File: config.mk
export PLATFORM = sky130hd
export DESIGN_NAME = pcie_cfg_apb_master
export DESIGN_NICKNAME = d
export VERILOG_FILES = /design/src/rtl/pcie_cfg_pkg.sv /design/src/rtl/pcie_cfg_apb_master.sv
export SDC_FILE = /design/constraint.sdc
export NUM_CORES = 1
export LEC_CHECK = 0
export CAP_MARGIN = 20
export CORE_MARGIN = 2
export CORE_UTILIZATION = 39
export CTS_CLUSTER_DIAMETER = 120
export CTS_CLUSTER_SIZE = 12
export DETAILED_ROUTE_END_ITERATION = 10
export HOLD_SLACK_MARGIN = 0.08
export PLACE_DENSITY = 0.76
export SYNTH_ARGS = -nofsm -noshare
export SYNTH_HDL_FRONTEND = slang
export SYNTH_SLANG_ARGS = --single-unit
File: constraint.sdc
create_clock -name clk -period 2.4 [get_ports clk]
set_clock_uncertainty 0.2 [all_clocks]
set_input_delay 0.48 -clock clk [delete_from_list [all_inputs] [get_ports clk]]
set_output_delay 0.48 -clock clk [all_outputs]
set_load 0.03 [all_outputs]
File: src/rtl/pcie_cfg_pkg.sv
// Shared types and constants for the PCIe configuration-space APB requester.
package pcie_cfg_pkg;

    localparam int APB_DATA_W = 32;

    // Configuration register byte offsets within the config-space block
    localparam logic [11:0] CFG_VID_DID = 12'h000;
    localparam logic [11:0] CFG_CMD_STS = 12'h004;
    localparam logic [11:0] CFG_BAR0    = 12'h010;
    localparam logic [11:0] CFG_SPECIAL = 12'h040;

    typedef enum logic [1:0] {
        IDLE   = 2'd0,
        SETUP  = 2'd1,
        ACCESS = 2'd2,
        RESP   = 2'd3
    } apb_mst_state_t;

endpackage

File: src/rtl/pcie_cfg_apb_master.sv
// APB requester for the PCIe config-space block: one outstanding transfer,
// completer wait states with a saturating timeout, local misalignment reject.
module pcie_cfg_apb_master
    import pcie_cfg_pkg::*;
#(
    parameter int ADDR_W         = 12,
    parameter int TIMEOUT_CYCLES = 16
) (
    input  logic                  clk,
    input  logic                  rst,
    input  logic                  req_valid_i,
    output logic                  req_ready_o,
    input  logic [ADDR_W-1:0]     req_addr_i,
    input  logic                  req_write_i,
    input  logic [APB_DATA_W-1:0] req_wdata_i,
    output logic                  rsp_valid_o,
    input  logic                  rsp_ready_i,
    output logic [APB_DATA_W-1:0] rsp_rdata_o,
    output logic                  rsp_err_o,
    output logic                  rsp_timeout_o,
    output logic                  psel_o,
    output logic                  penable_o,
    output logic                  pwrite_o,
    output logic [ADDR_W-1:0]     paddr_o,
    output logic [APB_DATA_W-1:0] pwdata_o,
    input  logic                  pready_i,
    input  logic                  pslverr_i,
    input  logic [APB_DATA_W-1:0] prdata_i
);

    localparam int CNT_W = (TIMEOUT_CYCLES > 0) ? $clog2(TIMEOUT_CYCLES + 1) : 1;
    localparam logic [CNT_W-1:0] CNT_MAX = CNT_W'(TIMEOUT_CYCLES);

    apb_mst_state_t          state_q, state_d;
    logic [CNT_W-1:0]        cnt_q, cnt_d;
    logic [CNT_W-1:0]        cnt_inc;
    logic                    timeout_hit;
    logic                    req_ready_q, req_ready_d;
    logic                    rsp_valid_q, rsp_valid_d;
    logic [APB_DATA_W-1:0]   rsp_rdata_q, rsp_rdata_d;
    logic                    rsp_err_q, rsp_err_d;
    logic                    rsp_timeout_q, rsp_timeout_d;
    logic                    psel_q, psel_d;
    logic                    penable_q, penable_d;
    logic                    pwrite_q, pwrite_d;
    logic [ADDR_W-1:0]       paddr_q, paddr_d;
    logic [APB_DATA_W-1:0]   pwdata_q, pwdata_d;

    // Next-state and next-output logic; every output is computed one cycle ahead so it leaves a flop
    always_comb begin
        state_d       = state_q;
        cnt_d         = cnt_q;
        req_ready_d   = req_ready_q;
        rsp_valid_d   = rsp_valid_q;
        rsp_rdata_d   = rsp_rdata_q;
        rsp_err_d     = rsp_err_q;
        rsp_timeout_d = rsp_timeout_q;
        psel_d        = psel_q;
        penable_d     = penable_q;
        pwrite_d      = pwrite_q;
        paddr_d       = paddr_q;
        pwdata_d      = pwdata_q;
        cnt_inc       = (cnt_q == CNT_MAX) ? cnt_q : cnt_q + 1'b1;
        timeout_hit   = (TIMEOUT_CYCLES != 0) && (cnt_inc == CNT_MAX);

        case (state_q)
            IDLE: begin
                if (req_valid_i) begin
                    req_ready_d = 1'b0;
                    if (req_addr_i[1:0] != 2'b00) begin
                        rsp_valid_d   = 1'b1;
                        rsp_err_d     = 1'b1;
                        rsp_timeout_d = 1'b0;
                        rsp_rdata_d   = '0;
                        state_d       = RESP;
                    end else begin
                        psel_d    = 1'b1;
                        penable_d = 1'b0;
                        paddr_d   = req_addr_i;
                        pwrite_d  = req_write_i;
                        pwdata_d  = req_wdata_i;
                        state_d   = SETUP;
                    end
                end
            end
            SETUP: begin
                penable_d = 1'b1;
                cnt_d     = '0;
                state_d   = ACCESS;
            end
            ACCESS: begin
                if (pready_i || timeout_hit) begin
                    rsp_valid_d   = 1'b1;
                    rsp_err_d     = pready_i ? pslverr_i : 1'b1;
                    rsp_timeout_d = !pready_i;
                    rsp_rdata_d   = (pready_i && !pslverr_i && !pwrite_q) ? prdata_i : '0;
                    psel_d        = 1'b0;
                    penable_d     = 1'b0;
                    pwrite_d      = 1'b0;
                    paddr_d       = '0;
                    pwdata_d      = '0;
                    state_d       = RESP;
                end else begin
                    cnt_d = cnt_inc;
                end
            end
            RESP: begin
                if (rsp_ready_i) begin
                    rsp_valid_d   = 1'b0;
                    rsp_err_d     = 1'b0;
                    rsp_timeout_d = 1'b0;
                    rsp_rdata_d   = '0;
                    req_ready_d   = 1'b1;
                    state_d       = IDLE;
                end
            end
            default: begin
                state_d = IDLE;
            end
        endcase
    end

    // State and registered outputs; reset abandons any transfer and reopens the request channel
    always_ff @(posedge clk) begin
        if (rst) begin
            state_q       <= IDLE;
            cnt_q         <= '0;
            req_ready_q   <= 1'b1;
            rsp_valid_q   <= 1'b0;
            rsp_rdata_q   <= '0;
            rsp_err_q     <= 1'b0;
            rsp_timeout_q <= 1'b0;
            psel_q        <= 1'b0;
            penable_q     <= 1'b0;
            pwrite_q      <= 1'b0;
            paddr_q       <= '0;
            pwdata_q      <= '0;
        end else begin
            state_q       <= state_d;
            cnt_q         <= cnt_d;
            req_ready_q   <= req_ready_d;
            rsp_valid_q   <= rsp_valid_d;
            rsp_rdata_q   <= rsp_rdata_d;
            rsp_err_q     <= rsp_err_d;
            rsp_timeout_q <= rsp_timeout_d;
            psel_q        <= psel_d;
            penable_q     <= penable_d;
            pwrite_q      <= pwrite_d;
            paddr_q       <= paddr_d;
            pwdata_q      <= pwdata_d;
        end
    end

    assign req_ready_o   = req_ready_q;
    assign rsp_valid_o   = rsp_valid_q;
    assign rsp_rdata_o   = rsp_rdata_q;
    assign rsp_err_o     = rsp_err_q;
    assign rsp_timeout_o = rsp_timeout_q;
    assign psel_o        = psel_q;
    assign penable_o     = penable_q;
    assign pwrite_o      = pwrite_q;
    assign paddr_o       = paddr_q;
    assign pwdata_o      = pwdata_q;

endmodule

==> summary.txt, run 1 <==
Clocking
  – CTS tree: done
  – Clk slew on worst S/H paths: 0.09 ns
  – Num CTS Buffers: 9
  – Clk root buf: clkbuf_8
  – Clock Latency Late Sink: 0.35 ns
  – CTS Buffer Depth: 2
  – Clock sinks: 90
  – Max H-tree Level: 3
  – Hold_buf cts: 0

Timing
  – Fmax: 424.3 MHz
  – Measured slew at the worst slew-check pin: 0.5044 ns
  – RSZ-0062 raised after global routing: true
  – Min Hold Slack: 0.2763 ns
  – Final count of hold timing violations: 0
  – Tcrit/Tclk final: 0.9819
  – Slew Limit Fails: 0
  – Relative slew slack: 0.6638
  – Setup TNS: 0 ns
  – Final setup vio count: 0
  – Min Tclk post-route: 2.357 ns

Critical path
  – R2r startpoint: cnt_q[1]
  – Top Family by Delay on Critical Path: multiplexers
  – Kind of critical path: reg -> reg
  – Worst path bufs/invs: 2
  – Worst EP arrival: 2.40 ns
  – Crit path max fanout: 5
  – Register-to-Register Path Depth: 8
  – Worst Path Required: 2.44 ns
  – Worst setup EP type: flip-flop
  – CP most frequent cell: mux2_4
  – Reg-to-reg slack, setup: 0.04 ns
  – Slowest library cell on the worst path: dfxtp_4
  – Setup crit start kind: flip-flop
  – Cell Chain, Critical Path: inv_2, ha_4, nor4bb_4, mux2_4, o211a_4, o21ai_4, buf_6, mux2_4
  – FF-to-FF End: rsp_err_o
  – CP peak stage delay: 0.37 ns

Floorplan
  – Die height: 106.8 um
  – Starting density of the core: 0.4007
  – Die width: 106.8 um
  – I/O Pins: 166
  – Placement row count: 37
  – Die area: 11400 um^2
  – Area of the core: 10280 um^2

Power
  – Cell Pwr Density: 1016 nW/um^2
  – Power consumption: 0.006364 W
  – Leakage Power: 2.239 nW
  – Worst vdd ir: 0.6334 mV

Final layout
  – Syn-to-layout area delta: 52.14%
  – Layout Nets: 703
  – Antenna Cells: 0
  – Design Area, Final: 6265 um^2
  – Layout cells sized above 1: 0.1005
  – Final Util: 0.6096

GRT
  – Vias in the first global route: 3825
  – GRT Overall Usage: 0.2003
  – First-pass GRT wire length: 18490 um
  – Pin count of the biggest net entering global routing: 66
  – Initial antenna violation count: 0
  – Grt ovf: 0

Placement
  – Hpwl dp: 8020 um
  – Routability congestion estimate: 0.7982
  – Area after DPL: 5964 um^2
  – Port Buffers: 165

Logic synthesis
  – Post-Syn Area: 4118 um^2
  – Synth top area share: 0.4376
  – Cell with the most instances after synthesis: dfxtp_1
  – Syn Nets: 539
  – Post-synth ARST share: 0
  – Cell taking the most area after synthesis: dfxtp_1
  – Post-Syn Instances: 448
  – Main synth FF type: dfxtp_1
  – Seq cells post-synth: 90
  – Average size of a mapped cell: 9.191 um^2
  – Seq/Total Area, Yosys: 0.4376
  – EDFF count, synth: 0
  – Ranking of synthesized cells by area: dfxtp_1 44%, mux2i_1 8.0%, nand3b_1 7.8%
  – Synth warn: 0
  – Netlist cell types: 44
  – Post-synth top cells: 90 x dfxtp_1, 51 x a21oi_1, 43 x nand3b_1

Drt
  – Starting DRT DRC Count: 183
  – DR pass1 iterations: 5
  – DRC violations left: 0
  – Wire per inst: 15.61 um
  – Vias post-DR: 3860
  – Via density: 5.126
  – Final ANT Viol Nets: 0
  – Drt total wl: 11750 um

Hold path
  – Hold Crit Depth: 1
  – Hold WC Path Type: reg -> reg
  – Hold endpoint: paddr_o[0]
  – Hold Startpoint: paddr_o[0]

Run
  – MaxCap Viol Count: 0

Outcome
  – Status: complete, no violations
-- per-layer routing --
metal / vias to the layer above / wire length, um / GRT usage
met5: - / 0 / 0
met4: 0 / 203 / 0.06401
met3: 15 / 993 / 0.06626
met2: 142 / 5575 / 0.3385
met1: 1822 / 4980 / 0.2402
li1: 1881 / - / -
-- cell usage in the layout, fill, tap and decap left out, types with 2 or more instances in the layout --
cell type,instances
clkdlybuf4s50_1,164
dfxtp_1,88
a21oi_1,51
nand3b_1,43
o21ai_0,40
nand2b_1,39
nand2_1,34
mux2i_1,33
buf_4,16
nor2_1,12
clkbuf_8,10
o21ai_1,7
inv_1,6
ha_1,6
buf_12,6
a211oi_1,5
nor2b_1,4
mux2_4,3
nor3b_1,3
o211ai_1,3
nor3_1,3
inv_2,2
nand3_1,2
o211a_4,2
clkinv_4,2
inv_6,2
buf_6,2
-- through the flow --
stage / setup slack (ns) / std cells
after floorplan: 0.01966 / 448
after global placement: -0.02133 / 732
after detailed placement: -0.1299 / 732
after CTS: 0.03835 / 750
after global routing: -0.02731 / 753
final: 0.04338 / 753
-- cell type report --
cell class              instances  area (um^2)
repair buffers                190         1934
inverters                       8        30.03
multi-input cells             313         2113
clock inverters                 6        72.57
well taps                     136        170.2
fillers                       879         4013
clock buffers                  10        137.6
flip-flops and latches         90         1807
-- worst max path at each step --
| stage | start | to | slack [ns] | cells after the start |
|---|---|---|---|---|
| 6_report | cnt_q[1] | rsp_err_o | 0.04 | 8 |
| 5_1_grt | cnt_q[1] | rsp_valid_o | -0.03 | 8 |
| 4_1_cts | cnt_q[1] | rsp_valid_o | 0.04 | 8 |
| 3_5_place_dp | cnt_q[1] | rsp_rdata_o[25] | -0.13 | 8 |
| 3_3_place_gp | cnt_q[1] | rsp_rdata_o[31] | -0.02 | 8 |
| 2_1_floorplan | cnt_q[0] | rsp_err_o | 0.02 | 8 |
-- report_power, final --
| part | switching (W) | leakage, nW | total [W] | internal, W |
|---|---|---|---|---|
| clock network | 0.000577 | 0.103 | 0.00110 | 0.000521 |
| registers | 0.000160 | 0.733 | 0.00195 | 0.00179 |
| logic | 0.00182 | 1.40 | 0.00332 | 0.00150 |
| total | 0.00255 | 2.24 | 0.00636 | 0.00381 |
-- timing repair --
action / in CTS / in global routing
setup endpoints to repair: 34 / 10
buffers inserted: 2 / 2
gates resized for setup: 2 / 10
gates cloned: 0 / 1
pin swaps: 1 / 1
-- cells by family after synthesis --
| family | after synthesis | share of synthesized area |
|---|---|---|
| AND/OR/NAND/NOR | 150 | 0.2206 |
| XOR/XNOR | 2 | 0.004255 |
| adder cells (fa/ha/maj) | 8 | 0.02431 |
| AO/OA/AOI/OAI | 116 | 0.1632 |
| multiplexers | 37 | 0.09389 |
| buffers and inverters | 45 | 0.05621 |
| flip-flops | 90 | 0.4376 |
-- flip-flops by register name, indices dropped and copies added (netlist names), 2 cells and up --
name	count
paddr_o	12
state_q	2
cnt_q	5
pwdata_o	32
rsp_rdata_o	32
(Power assumes the default switching activity.)
==> run 2: changes to the inputs <==
==> constraint.sdc (replaced) <==
create_clock -name clk -period 2.4 [get_ports clk]
set_clock_uncertainty 0.2 [all_clocks]
set_input_delay 0.36 -clock clk [delete_from_list [all_inputs] [get_ports clk]]
set_output_delay 0.36 -clock clk [all_outputs]
set_load 0.03 [all_outputs]
==> run 2 against run 1 <==
Against the previous run: first-iteration DRC count shrank 21%; worst hold slack lost 0.0032 ns; flip-flop and latch count is the same; non-clock buffer count grew 2; cell area grew 0.36%; core utilization grew 0.22 points; total power grew 2.6%.
==> summary.txt, run 2 (synthesis results as in run 1) <==
Placement
  – Routability congestion estimate: 0.8346 (+4.6%)
  – Placed Cells: 733 (+0.14%)
  – Area after DPL: 5947 um^2 (-0.29%)
  – Port Buffers: 165 (unchanged)
  – Hpwl dp: 8019 um (about the same)

Power
  – Clock share of power: 0.179 (+0.006)
  – Sw frac: 0.3839 (-0.01739)
  – Leakage Power: 2.262 nW (+1.1%)
  – Cell Pwr Density: 1038 nW/um^2 (+2.2%)
  – Seq pwr share: 0.297 (-0.009)
  – Worst vdd ir: 0.4714 mV (-26%)
  – Power Internal: 0.004022 W (+5.6%)
  – Combinational share of power: 0.523 (about the same)
  – Sw power: 0.002506 W (-1.9%)

Critical path
  – Worst EP arrival: 2.43 ns (+0.03 ns)
  – Slowest library cell on the worst path: mux2_4
  – Register-to-Register Path Depth: 9 (+1)
  – Worst Path Required: 2.49 ns (+0.05 ns)
  – Worst setup EP type: flip-flop
  – Reg-to-reg slack, setup: 0.05 ns (about the same)
  – Crit path max fanout: 6 (+1)
  – FF-to-FF End: rsp_rdata_o[9]
  – Kind of critical path: reg -> reg
  – Setup crit start kind: flip-flop
  – Cell Chain, Critical Path: inv_1, ha_2, nor4bb_4, mux2_4, o211a_4, o21ai_4, buf_4, clkbuf_16, mux2i_1
  – R2r startpoint: cnt_q[0]
  – CP peak stage delay: 0.35 ns (-0.02 ns)

Floorplan
  – Die width: 106.8 um (unchanged)
  – Die height: 106.8 um (unchanged)
  – Placement row count: 37 (unchanged)
  – Area of the core: 10280 um^2 (unchanged)
  – Die area: 11400 um^2 (unchanged)
  – Starting density of the core: 0.4007 (unchanged)
  – I/O Pins: 166 (unchanged)

Drt
  – DRC violations left: 0 (unchanged)
  – Starting DRT DRC Count: 144 (-21%)
  – Via density: 5.117 (-0.19%)
  – Wire per inst: 15.17 um (-2.8%)
  – DR pass1 iterations: 5 (unchanged)
  – Vias post-DR: 3863 (+0.078%)
  – Drt total wl: 11450 um (-2.6%)
  – Final ANT Viol Nets: 0 (unchanged)

Timing
  – Relative slew slack: 0.6919 (+0.02811)
  – Final count of hold timing violations: 0 (unchanged)
  – Slew Limit Fails: 0 (unchanged)
  – Min Hold Slack: 0.2731 ns (-0.003233 ns)
  – Setup TNS: 0 ns (unchanged)
  – Fmax: 426.3 MHz (+0.46%)
  – Tcrit/Tclk final: 0.9774 (-0.004536)
  – Measured slew at the worst slew-check pin: 0.4622 ns (-0.04216 ns)
  – RSZ-0062 raised after global routing: true
  – Min Tclk post-route: 2.346 ns (-0.01089 ns)
  – Final setup vio count: 0 (unchanged)

Final layout
  – Syn-to-layout area delta: 52.69%
  – Antenna Cells: 0 (unchanged)
  – Layout cells sized above 1: 0.09532 (-0.005171)
  – Commonest non-fill, non-tap cell in the layout: clkdlybuf4s50_1
  – Most frequent cells in the layout: 164 x clkdlybuf4s50_1, 89 x dfxtp_1, 51 x a21oi_1
  – Design Area, Final: 6287 um^2 (+0.36%)
  – Post-Layout Cell Count: 755 (+0.27%)
  – Final Util: 0.6118 (+0.002191)
  – Layout Nets: 705 (+0.28%)

Run
  – MaxCap Viol Count: 0 (unchanged)

GRT
  – Grt ovf: 0 (unchanged)
  – GRT Overall Usage: 0.1950 (-0.005273)
  – First-pass GRT wire length: 18060 um (-2.4%)
  – Vias in the first global route: 3833 (+0.21%)
  – Pin count of the biggest net entering global routing: 45 (-32%)
  – Initial antenna violation count: 0 (unchanged)

Clocking
  – Clk root buf: clkbuf_8
  – CTS tree: done
  – Clk slew on worst S/H paths: 0.09 ns (about the same)
  – Hold_buf cts: 0 (unchanged)
  – Num CTS Buffers: 9 (unchanged)
  – Clock Latency Late Sink: 0.36 ns (about the same)
  – Max H-tree Level: 3 (unchanged)
  – Clock sinks: 90 (unchanged)
  – CTS Buffer Depth: 2 (unchanged)

Hold path
  – Hold endpoint: pwdata_o[15]
  – Hold WC Path Type: reg -> reg
  – Hold Crit Depth: 2 (+1)
  – Hold Startpoint: pwdata_o[15]

Outcome
  – Status: complete, no violations
[run 2: how the worst max path moves through the flow]
stage | from | to | depth (start not counted)
global route | cnt_q[0] | rsp_rdata_o[9] | 9
global placement | cnt_q[1] | rsp_rdata_o[22] | 8
floorplan | cnt_q[0] | rsp_err_o | 8
finish | cnt_q[0] | rsp_rdata_o[9] | 9
detailed placement | cnt_q[1] | rsp_rdata_o[28] | 8
CTS | cnt_q[1] | rsp_rdata_o[28] | 8
[run 2: worst max-delay path: cells and delay by family (launching register included)]
kind,cells,cell delay [ns]
DFF,1,0.32
muxes,2,0.55
adders and majority gates,1,0.17
and+or+nand+nor,1,0.28
buffers and inverters,3,0.39
AOI/OAI and AO/OA,2,0.36
[run 2: power by group through the flow]
| stage | registers, W | logic (W) | clock network (W) |
|---|---|---|---|
| 2_1_floorplan | 0.00249 | 0.00159 | 0 |
| 3_3_place_gp | 0.00196 | 0.00313 | 0 |
| 3_5_place_dp | 0.00198 | 0.00318 | 0 |
| 4_1_cts | 0.00195 | 0.00319 | 0.00121 |
| 5_1_grt | 0.00199 | 0.00365 | 0.00126 |
| 6_report | 0.00194 | 0.00342 | 0.00117 |
[run 2: through the flow]
| step | total power, W | setup WS (ns) |
|---|---|---|
| after CTS | 0.006345 | 0.01762 |
| final | 0.006528 | 0.05426 |
| after floorplan | 0.004082 | 0.01966 |
| after global placement | 0.005090 | 0.1021 |
| after global routing | 0.006890 | -0.04032 |
| after detailed placement | 0.005153 | -0.009169 |
[run 2: area by class of cell]
cell class / instances / area, um^2
inverters: 8 / 30.03
multi-input cells: 313 / 2101
clock buffers: 12 / 155.1
well taps: 136 / 170.2
clock inverters: 4 / 73.82
repair buffers: 192 / 1954
flip-flops and latches: 90 / 1803
fillers: 904 / 3990
[run 2: repair_timing]
item                                    CTS  global route
pin swaps                                 1             1
setup buffers                             0             4
gates resized for setup                   0             8
endpoints found under the hold margin     0             0
gates cloned                              0             2
endpoints found under the setup margin    1            70
[run 2: per-layer routing]
layer	track usage	up-vias	share of wire	routed length, um
met3	0.06565	13	0.087	996
met1	0.2303	1829	0.42	4774
met5	0	-	0	0
met2	0.3235	132	0.48	5490
li1	-	1889	-	-
met4	0.08163	0	0.017	189
==> run 3: changes to the inputs <==
--- a/config.mk
+++ b/config.mk
@@ -5,7 +5,7 @@
 export SDC_FILE = /design/constraint.sdc
 export NUM_CORES = 1
 export LEC_CHECK = 0
-export CAP_MARGIN = 20
+export CAP_MARGIN = 10
 export CORE_MARGIN = 2
 export CORE_UTILIZATION = 39
 export CTS_CLUSTER_DIAMETER = 120
==> results of run 3 <==
The final DEF is identical to that of run 2; final timing and power are the same.
